--- src/rtl/conv3x3_engine_if.sv ---
// conv3x3_engine_if
//   Handshake/data bundle for conv3x3_engine.
//   master : window producer / result consumer / coefficient writer
//   slave  : the convolution engine
//   Signals:
//     in_valid/in_ready    window handshake
//     mode                 kernel slot select, sampled with the window
//     pixel_0..pixel_8     3x3 window, row-major, pixel_4 = centre
//     out_valid/out_ready  result handshake
//     conv_out             result pixel
//     coef_we/addr/wdata   kernel bank write port, addr = {slot, index}
interface conv3x3_engine_if #(
  parameter int BIT_PER_PIXEL = 8,
  parameter int COEF_WIDTH    = 5,
  parameter int KERNEL_SLOTS  = 4,
  parameter int SHIFT_WIDTH   = 4
);
  localparam int SLOT_W  = $clog2(KERNEL_SLOTS);
  localparam int WDATA_W = (COEF_WIDTH > SHIFT_WIDTH) ? COEF_WIDTH : SHIFT_WIDTH;

  logic                     in_valid;
  logic                     in_ready;
  logic [SLOT_W-1:0]        mode;
  logic [BIT_PER_PIXEL-1:0] pixel_0, pixel_1, pixel_2;
  logic [BIT_PER_PIXEL-1:0] pixel_3, pixel_4, pixel_5;
  logic [BIT_PER_PIXEL-1:0] pixel_6, pixel_7, pixel_8;
  logic                     out_valid;
  logic                     out_ready;
  logic [BIT_PER_PIXEL-1:0] conv_out;
  logic                     coef_we;
  logic [SLOT_W+3:0]        coef_addr;
  logic [WDATA_W-1:0]       coef_wdata;

  modport master (
    output in_valid, mode, pixel_0, pixel_1, pixel_2, pixel_3, pixel_4,
           pixel_5, pixel_6, pixel_7, pixel_8, out_ready,
           coef_we, coef_addr, coef_wdata,
    input  in_ready, out_valid, conv_out
  );

  modport slave (
    input  in_valid, mode, pixel_0, pixel_1, pixel_2, pixel_3, pixel_4,
           pixel_5, pixel_6, pixel_7, pixel_8, out_ready,
           coef_we, coef_addr, coef_wdata,
    output in_ready, out_valid, conv_out
  );
endinterface

--- src/rtl/conv3x3_engine.sv ---
// conv3x3_engine
//   3-stage pipelined 3x3 convolution with a runtime-programmable bank of
//   KERNEL_SLOTS signed kernels, each with its own rounding right-shift.
//   Result is rounded and saturated to BIT_PER_PIXEL unsigned.
//   Ports:
//     clk    rising-edge clock
//     reset  asynchronous, active-low
//     bus    conv3x3_engine_if.slave (window in, result out, bank write)
//   Build option:
//     CONV3X3_ABS_EN  when defined, S3 saturates |result| (edge magnitude)
//                     instead of clamping negatives to 0.
`default_nettype none

module conv3x3_engine #(
  parameter int BIT_PER_PIXEL = 8,
  parameter int COEF_WIDTH    = 5,
  parameter int KERNEL_SLOTS  = 4,
  parameter int SHIFT_WIDTH   = 4
) (
  input  wire logic          clk,
  input  wire logic          reset,
  conv3x3_engine_if.slave    bus
);
  localparam int SLOT_W = $clog2(KERNEL_SLOTS);
  localparam int STAGES = 3;
  localparam int PROD_W = BIT_PER_PIXEL + COEF_WIDTH + 1;
  localparam int ACC_W  = BIT_PER_PIXEL + COEF_WIDTH + 5;
  localparam int NTAP   = 9;

  // Reset contents of the kernel bank.
  function automatic logic signed [COEF_WIDTH-1:0] f_def_coef(int s, int k);
    int v;
    case (s)
      0:       v = (k == 4) ? -4  : ((k % 2) == 1) ? 1 : 0;
      1:       v = (k == 4) ? -12 : ((k % 2) == 1) ? 2 : 1;
      2:       v = (k == 4) ? 1   : 0;
      3:       v = (k == 4) ? 4   : ((k % 2) == 1) ? 2 : 1;
      default: v = 0;
    endcase
    return COEF_WIDTH'(v);
  endfunction

  function automatic logic [SHIFT_WIDTH-1:0] f_def_shift(int s);
    return (s == 3) ? SHIFT_WIDTH'(4) : '0;
  endfunction

  // Handshake: the whole pipe moves as one; a stalled output freezes everything.
  logic w_advance;
  assign w_advance    = bus.out_ready | ~bus.out_valid;
  assign bus.in_ready = w_advance;

  logic [BIT_PER_PIXEL-1:0] w_pix [NTAP];
  assign w_pix[0] = bus.pixel_0;
  assign w_pix[1] = bus.pixel_1;
  assign w_pix[2] = bus.pixel_2;
  assign w_pix[3] = bus.pixel_3;
  assign w_pix[4] = bus.pixel_4;
  assign w_pix[5] = bus.pixel_5;
  assign w_pix[6] = bus.pixel_6;
  assign w_pix[7] = bus.pixel_7;
  assign w_pix[8] = bus.pixel_8;

  // ---------------- kernel bank ----------------
  logic signed [COEF_WIDTH-1:0]  r_coef  [KERNEL_SLOTS][NTAP];
  logic        [SHIFT_WIDTH-1:0] r_shift [KERNEL_SLOTS];
  logic [SLOT_W-1:0] w_wr_slot;
  logic [3:0]        w_wr_idx;
  assign w_wr_slot = bus.coef_addr[SLOT_W+3:4];
  assign w_wr_idx  = bus.coef_addr[3:0];

  // Writes are independent of the pipeline stall. S1 reads the register
  // before this edge, so a same-cycle accept sees the old value.
  always_ff @(posedge clk or negedge reset) begin
    if (!reset) begin
      for (int s = 0; s < KERNEL_SLOTS; s++) begin
        for (int k = 0; k < NTAP; k++) r_coef[s][k] <= f_def_coef(s, k);
        r_shift[s] <= f_def_shift(s);
      end
    end else if (bus.coef_we) begin
      if (w_wr_idx < 4'd9)
        r_coef[w_wr_slot][w_wr_idx] <= bus.coef_wdata[COEF_WIDTH-1:0];
      else if (w_wr_idx == 4'd9)
        r_shift[w_wr_slot] <= bus.coef_wdata[SHIFT_WIDTH-1:0];
    end
  end

  // ---------------- valid shift register ----------------
  logic [STAGES:1] r_vld_pipe;
  always_ff @(posedge clk or negedge reset) begin
    if (!reset)         r_vld_pipe <= '0;
    else if (w_advance) r_vld_pipe <= {r_vld_pipe[STAGES-1:1], bus.in_valid};
  end

  // ---------------- S1: products ----------------
  logic signed [PROD_W-1:0]      w_prod [NTAP];
  logic signed [PROD_W-1:0]      r_s1_prod [NTAP];
  logic        [SHIFT_WIDTH-1:0] r_s1_shift;

  // Pixel is zero-extended to make it a non-negative signed operand.
  for (genvar gi = 0; gi < NTAP; gi++) begin : g_tap
    assign w_prod[gi] = PROD_W'($signed({1'b0, w_pix[gi]})) *
                        PROD_W'(r_coef[bus.mode][gi]);
  end

  always_ff @(posedge clk or negedge reset) begin
    if (!reset) begin
      for (int k = 0; k < NTAP; k++) r_s1_prod[k] <= '0;
      r_s1_shift <= '0;
    end else if (w_advance) begin
      for (int k = 0; k < NTAP; k++) r_s1_prod[k] <= w_prod[k];
      r_s1_shift <= r_shift[bus.mode];
    end
  end

  // ---------------- S2: adder tree ----------------
  logic signed [ACC_W-1:0]       w_sum;
  logic signed [ACC_W-1:0]       r_s2_acc;
  logic        [SHIFT_WIDTH-1:0] r_s2_shift;

  always_comb begin
    w_sum = '0;
    for (int k = 0; k < NTAP; k++) w_sum = w_sum + ACC_W'(r_s1_prod[k]);
  end

  always_ff @(posedge clk or negedge reset) begin
    if (!reset) begin
      r_s2_acc   <= '0;
      r_s2_shift <= '0;
    end else if (w_advance) begin
      r_s2_acc   <= w_sum;
      r_s2_shift <= r_s1_shift;
    end
  end

  // ---------------- S3: round, shift, saturate ----------------
  // One extra bit of headroom so the rounding add can never wrap.
  logic signed [ACC_W:0]          w_acc_x, w_half, w_rnd, w_shr, w_mag;
  logic        [BIT_PER_PIXEL-1:0] w_sat;
  logic        [BIT_PER_PIXEL-1:0] r_conv;

  always_comb begin
    w_acc_x = {r_s2_acc[ACC_W-1], r_s2_acc};
    w_half  = '0;
    if (r_s2_shift != '0) w_half[r_s2_shift - 1'b1] = 1'b1;
    w_rnd   = w_acc_x + w_half;
    w_shr   = w_rnd >>> r_s2_shift;
`ifdef CONV3X3_ABS_EN
    w_mag   = w_shr[ACC_W] ? -w_shr : w_shr;
`else
    w_mag   = w_shr;
`endif
    if (w_mag[ACC_W])                          w_sat = '0;
    else if (w_mag[ACC_W-1:BIT_PER_PIXEL] != '0) w_sat = '1;
    else                                       w_sat = w_mag[BIT_PER_PIXEL-1:0];
  end

  // Only real results update the output, so an empty pipe keeps the last value.
  always_ff @(posedge clk or negedge reset) begin
    if (!reset)                           r_conv <= '0;
    else if (w_advance && r_vld_pipe[2])  r_conv <= w_sat;
  end

  assign bus.out_valid = r_vld_pipe[STAGES];
  assign bus.conv_out  = r_conv;

endmodule

`default_nettype wire

--- src/flat_wrapper.sv ---
// flat-port wrapper written by rule: the top's interface ports become plain ports
module conv3x3_engine_flat 
#(
  parameter int BIT_PER_PIXEL = 8,
  parameter int COEF_WIDTH    = 5,
  parameter int KERNEL_SLOTS  = 4,
  parameter int SHIFT_WIDTH   = 4
)
  (clk, reset, bus_in_valid, bus_mode, bus_pixel_0, bus_pixel_1, bus_pixel_2, bus_pixel_3, bus_pixel_4, bus_pixel_5, bus_pixel_6, bus_pixel_7, bus_pixel_8, bus_out_ready, bus_coef_we, bus_coef_addr, bus_coef_wdata, bus_in_ready, bus_out_valid, bus_conv_out);
  conv3x3_engine_if #(.BIT_PER_PIXEL(BIT_PER_PIXEL), .COEF_WIDTH(COEF_WIDTH), .KERNEL_SLOTS(KERNEL_SLOTS), .SHIFT_WIDTH(SHIFT_WIDTH)) bus_i ();
  input  wire logic clk;
  input  wire logic reset;
  input wire logic [$bits(bus_i.in_valid)-1:0] bus_in_valid;
  input wire logic [$bits(bus_i.mode)-1:0] bus_mode;
  input wire logic [$bits(bus_i.pixel_0)-1:0] bus_pixel_0;
  input wire logic [$bits(bus_i.pixel_1)-1:0] bus_pixel_1;
  input wire logic [$bits(bus_i.pixel_2)-1:0] bus_pixel_2;
  input wire logic [$bits(bus_i.pixel_3)-1:0] bus_pixel_3;
  input wire logic [$bits(bus_i.pixel_4)-1:0] bus_pixel_4;
  input wire logic [$bits(bus_i.pixel_5)-1:0] bus_pixel_5;
  input wire logic [$bits(bus_i.pixel_6)-1:0] bus_pixel_6;
  input wire logic [$bits(bus_i.pixel_7)-1:0] bus_pixel_7;
  input wire logic [$bits(bus_i.pixel_8)-1:0] bus_pixel_8;
  input wire logic [$bits(bus_i.out_ready)-1:0] bus_out_ready;
  input wire logic [$bits(bus_i.coef_we)-1:0] bus_coef_we;
  input wire logic [$bits(bus_i.coef_addr)-1:0] bus_coef_addr;
  input wire logic [$bits(bus_i.coef_wdata)-1:0] bus_coef_wdata;
  output wire logic [$bits(bus_i.in_ready)-1:0] bus_in_ready;
  output wire logic [$bits(bus_i.out_valid)-1:0] bus_out_valid;
  output wire logic [$bits(bus_i.conv_out)-1:0] bus_conv_out;
  assign bus_i.in_valid = bus_in_valid;
  assign bus_i.mode = bus_mode;
  assign bus_i.pixel_0 = bus_pixel_0;
  assign bus_i.pixel_1 = bus_pixel_1;
  assign bus_i.pixel_2 = bus_pixel_2;
  assign bus_i.pixel_3 = bus_pixel_3;
  assign bus_i.pixel_4 = bus_pixel_4;
  assign bus_i.pixel_5 = bus_pixel_5;
  assign bus_i.pixel_6 = bus_pixel_6;
  assign bus_i.pixel_7 = bus_pixel_7;
  assign bus_i.pixel_8 = bus_pixel_8;
  assign bus_i.out_ready = bus_out_ready;
  assign bus_i.coef_we = bus_coef_we;
  assign bus_i.coef_addr = bus_coef_addr;
  assign bus_i.coef_wdata = bus_coef_wdata;
  assign bus_in_ready = bus_i.in_ready;
  assign bus_out_valid = bus_i.out_valid;
  assign bus_conv_out = bus_i.conv_out;
  conv3x3_engine #(.BIT_PER_PIXEL(BIT_PER_PIXEL), .COEF_WIDTH(COEF_WIDTH), .KERNEL_SLOTS(KERNEL_SLOTS), .SHIFT_WIDTH(SHIFT_WIDTH)) u_core (.clk(clk), .reset(reset), .bus(bus_i));
endmodule
--- config.mk ---
export PLATFORM = sky130hd
export DESIGN_NAME = conv3x3_engine_flat
export DESIGN_NICKNAME = d
export VERILOG_FILES = /design/src/rtl/conv3x3_engine_if.sv /design/src/rtl/conv3x3_engine.sv /design/src/flat_wrapper.sv
export SDC_FILE = /design/constraint.sdc
export NUM_CORES = 2
export LEC_CHECK = 0
export CAP_MARGIN = 20
export CORE_MARGIN = 3
export CORE_UTILIZATION = 25
export CTS_CLUSTER_SIZE = 24
export DETAILED_ROUTE_END_ITERATION = 10
export PLACE_DENSITY = 0.46
export SLEW_MARGIN = 20
export SYNTH_ARGS = -nofsm -noshare
export SYNTH_HDL_FRONTEND = slang
export SYNTH_SLANG_ARGS = --single-unit
export TNS_END_PERCENT = 100
--- constraint.sdc ---
create_clock -name clk -period 8.7 [get_ports clk]
set_clock_uncertainty 0.05 [all_clocks]
set_input_delay 2.175 -clock clk [delete_from_list [all_inputs] [get_ports clk]]
set_output_delay 2.175 -clock clk [all_outputs]
set_load 0.01 [all_outputs]
==> out/summary.txt <==
status: finished, final reports clean
Worst slew margin: 32.29%
CP required: 9.08 ns
PortBufs: 99
Top cell by count, worst path: fa_1
Final nets: 3813
CP startpoint kind: flip-flop
synthesized area per cell: 10.11 um^2
largest family of logic cells by synthesized area: adder cells
asr flop ratio synth: 100.0%
Tightest Pin Transition: 1.016 ns
routed len/inst: 17.62 um
die area: 128500 um^2
worst skew pair latency: 0.60 ns
Cell Rows: 128
# hold bufs at CTS: 0
Layout area overhead: 14.40%
number of synthesized flops with an enable pin: 0
crit path time final: 7.421 ns
via count: 21410
Compound-Gate Fraction of Synth Area: 7.820%
Chip Width: 358.5 um
crit-path max cell delay: 0.55 ns
# H-tree levels: 2
CTS Sinks: 359
yosys warns: 0
fmax: 0.1347 GHz
vias in the first global route: 22860
Num CTS Buffers: 46
top cell type's share of synthesized area: 26.67%
die height: 358.5 um
post-synthesis simple-gate area fraction: 13.25%
Remaining Overflow, GRT: 0
gpl congestion: 0.8026
CP Max Fanout: 5
syn_nets: 3728
DRT antenna net count: 0
post-route clock period utilization: 85.30%
HPWL after detailed placement: 66.74 mm
Cell Area, Synth: 31060 um^2
final number of max-transition violations: 0
largest net degree at the start of global routing: 141
CP max stage cell: fa_1
Setup TNS: 0 ns
GRT Resource Usage Total: 13.55%
fraction of synthesized cell area in xor and xnor cells: 2.425%
Adder-Cell Fraction of Synth Area: 29.21%
Worst-path clk slew: 0.06 ns
Core ar.: 122500 um^2
Worst EP arrival: 7.80 ns
CTS root buf: clkbuf_16
critical path class: reg2reg
Setup Fix Bufs, Post-CTS: 0
number of unique standard cell types used by synthesis: 69
final setup violation count: 0
CTS resizes: 0
first-pass GRT wire length: 135.3 mm
total placed instance area: 33950 um^2
Hold Violations, Final: 0
RSZ-0062 raised after global routing: no
Seq cells post-synth: 359
Total Routed Length: 84.99 mm
drt via density: 4.440
Max clock buf depth: 3
Max Cap Viol: 0
initial antenna violation count: 5
Core Util, Final: 29.00%
First-pass DRT Iterations: 7
Non-Filler Cell Area, Final: 35530 um^2
CTS tree: built
DRT iter0 DRCs: 969
Starting Density: 25.35%
dominant cells by area after synthesis: dfrtp_1, fa_1, ha_1
DRC: 0
share of cells above drive strength 1: 12.71%
cell taking the most area after synthesis: dfrtp_1
sequential fraction of the synthesis area: 29.04%
io pins: 100
crit end category: flip-flop
Top FF cell, synth: dfrtp_1
worst min-delay path class: reg2reg
Syn Inst Count: 3072
mux contribution to synthesized area: 11.93%
stage by stage:
step,hold slack [ns],instances,worst slack (ns)
2_1_floorplan,0.3886,3072,1.490
3_3_place_gp,0.4043,4734,0.9958
3_5_place_dp,0.4070,4734,0.9491
4_1_cts,0.4218,4819,1.235
5_1_grt,0.4623,4821,0.8676
6_report,0.4206,4823,1.279
registers in the layout, indices dropped and copies added, names as in the netlist:
| register | flops |
|---|---|
| u_core.r_s2_acc | 18 |
| u_core.bus.conv_out | 8 |
| u_core.r_shift | 16 |
| u_core.r_coef | 180 |
| u_core.r_s1_shift | 4 |
| u_core.r_vld_pipe | 3 |
| u_core.r_s2_shift | 4 |
| u_core.r_s1_prod | 126 |
synth_stat cells (all sizes together), types with 3 or more instances:
cell     instances
xor2            27
nor2b           30
a31oi           10
a21o            15
buf             11
nand3           25
o221a            6
or2              4
a211oi          12
a211o            3
o21bai           7
nor4b            9
fa             265
nor3b            6
nand4            3
a21oi          140
o21ai          111
o22ai            4
nor3            25
a21boi          27
xnor2           59
a31o             4
clkbuf          71
and2           170
o31ai           29
mux2           202
a221oi           3
nand2          357
dfstp           28
o21a             4
o2111ai          3
mux2i           17
nand2b          58
nor2           164
dfrtp          331
mux4            56
ha             301
and3             7
inv            440
worst max-delay path: cells and delay by family (launching register included):
kind | cells | cell delay (ns)
AO/OA/AOI/OAI | 12 | 2.62
XOR/XNOR | 1 | 0.25
adder cells (fa/ha/maj) | 8 | 3.43
buffers and inverters | 4 | 0.27
flip-flops | 1 | 0.32
AND/OR/NAND/NOR | 2 | 0.29
per-layer routing:
metal / track usage [%] / up-vias / routed length, um
met5: 0 / - / 13
met4: 2.638 / 2 / 1418
met3: 1.598 / 82 / 2060
met2: 23.16 / 199 / 40950
met1: 18.48 / 10830 / 40550
li1: - / 10300 / -
placed cells by master (no fill, tap or decap), types with 7 or more instances in the layout:
| cell | synthesis | layout |
|---|---|---|
| a21o_1 | 15 | 15 |
| nor4b_1 | 9 | 9 |
| o21ai_0 | 102 | 102 |
| mux2_2 | 202 | 202 |
| ha_1 | 301 | 301 |
| nand3_1 | 25 | 25 |
| a21boi_0 | 27 | 27 |
| mux4_2 | 56 | 56 |
| a211oi_1 | 11 | 11 |
| nand2b_1 | 58 | 58 |
| dfstp_2 | 28 | 28 |
| xnor2_1 | 59 | 59 |
| nand2_1 | 357 | 357 |
| fa_1 | 265 | 265 |
| a21oi_1 | 140 | 140 |
| nor2_1 | 164 | 164 |
| clkdlybuf4s50_1 | 0 | 94 |
| o31ai_1 | 29 | 29 |
| a31oi_1 | 9 | 9 |
| o21bai_1 | 7 | 7 |
| inv_1 | 438 | 437 |
| buf_4 | 0 | 19 |
| dfrtp_1 | 331 | 331 |
| nor2b_1 | 30 | 29 |
| mux2i_1 | 17 | 17 |
| nor3_1 | 25 | 25 |
| and3_1 | 7 | 7 |
| clkbuf_1 | 71 | 9 |
| clkbuf_8 | 0 | 8 |
| clkbuf_16 | 0 | 46 |
| xor2_1 | 27 | 27 |
| and2_1 | 170 | 170 |
final cells by class:
cell class | instances | area, um^2
fillers | 12990 | 86990
multi-input cells | 2191 | 20080
flip-flops and latches | 359 | 9019
well taps | 1625 | 2033
inverters | 440 | 1657
clock buffers | 63 | 1295
repair buffers | 119 | 1154
clock inverters | 22 | 276.5
diodes | 4 | 10.01
cell families (layout without fill, tap and decap cells):
kind of cell	Yosys count	after routing
and+or+nand+nor	868	868
xor gates and xnor gates	86	86
buffers and inverters	522	644
AOI/OAI and AO/OA	395	395
other	1	5
DFF	359	359
adders and majority gates	566	566
muxes	275	275
path summary, 6_finish.rpt:
check	startpoint	endpoint	slack [ns]	depth (start not counted)
worst min-delay path	u_core.r_vld_pipe[1]	u_core.r_vld_pipe[1]	0.42	2
worst max-delay path	u_core.r_s1_prod[85]	u_core.r_s2_acc[17]	1.28	27
worst max register to register	u_core.r_s1_prod[85]	u_core.r_s2_acc[17]	1.28	27
max in group asynchronous	reset	u_core.r_s1_prod[53]	5.56	2
min in group asynchronous	reset	u_core.r_coef[38]	1.56	1
worst min register to register	u_core.r_vld_pipe[1]	u_core.r_vld_pipe[1]	0.42	2
Power is not shown: default switching activity piles up to over one toggle a cycle in this logic, so the estimate is an artifact.
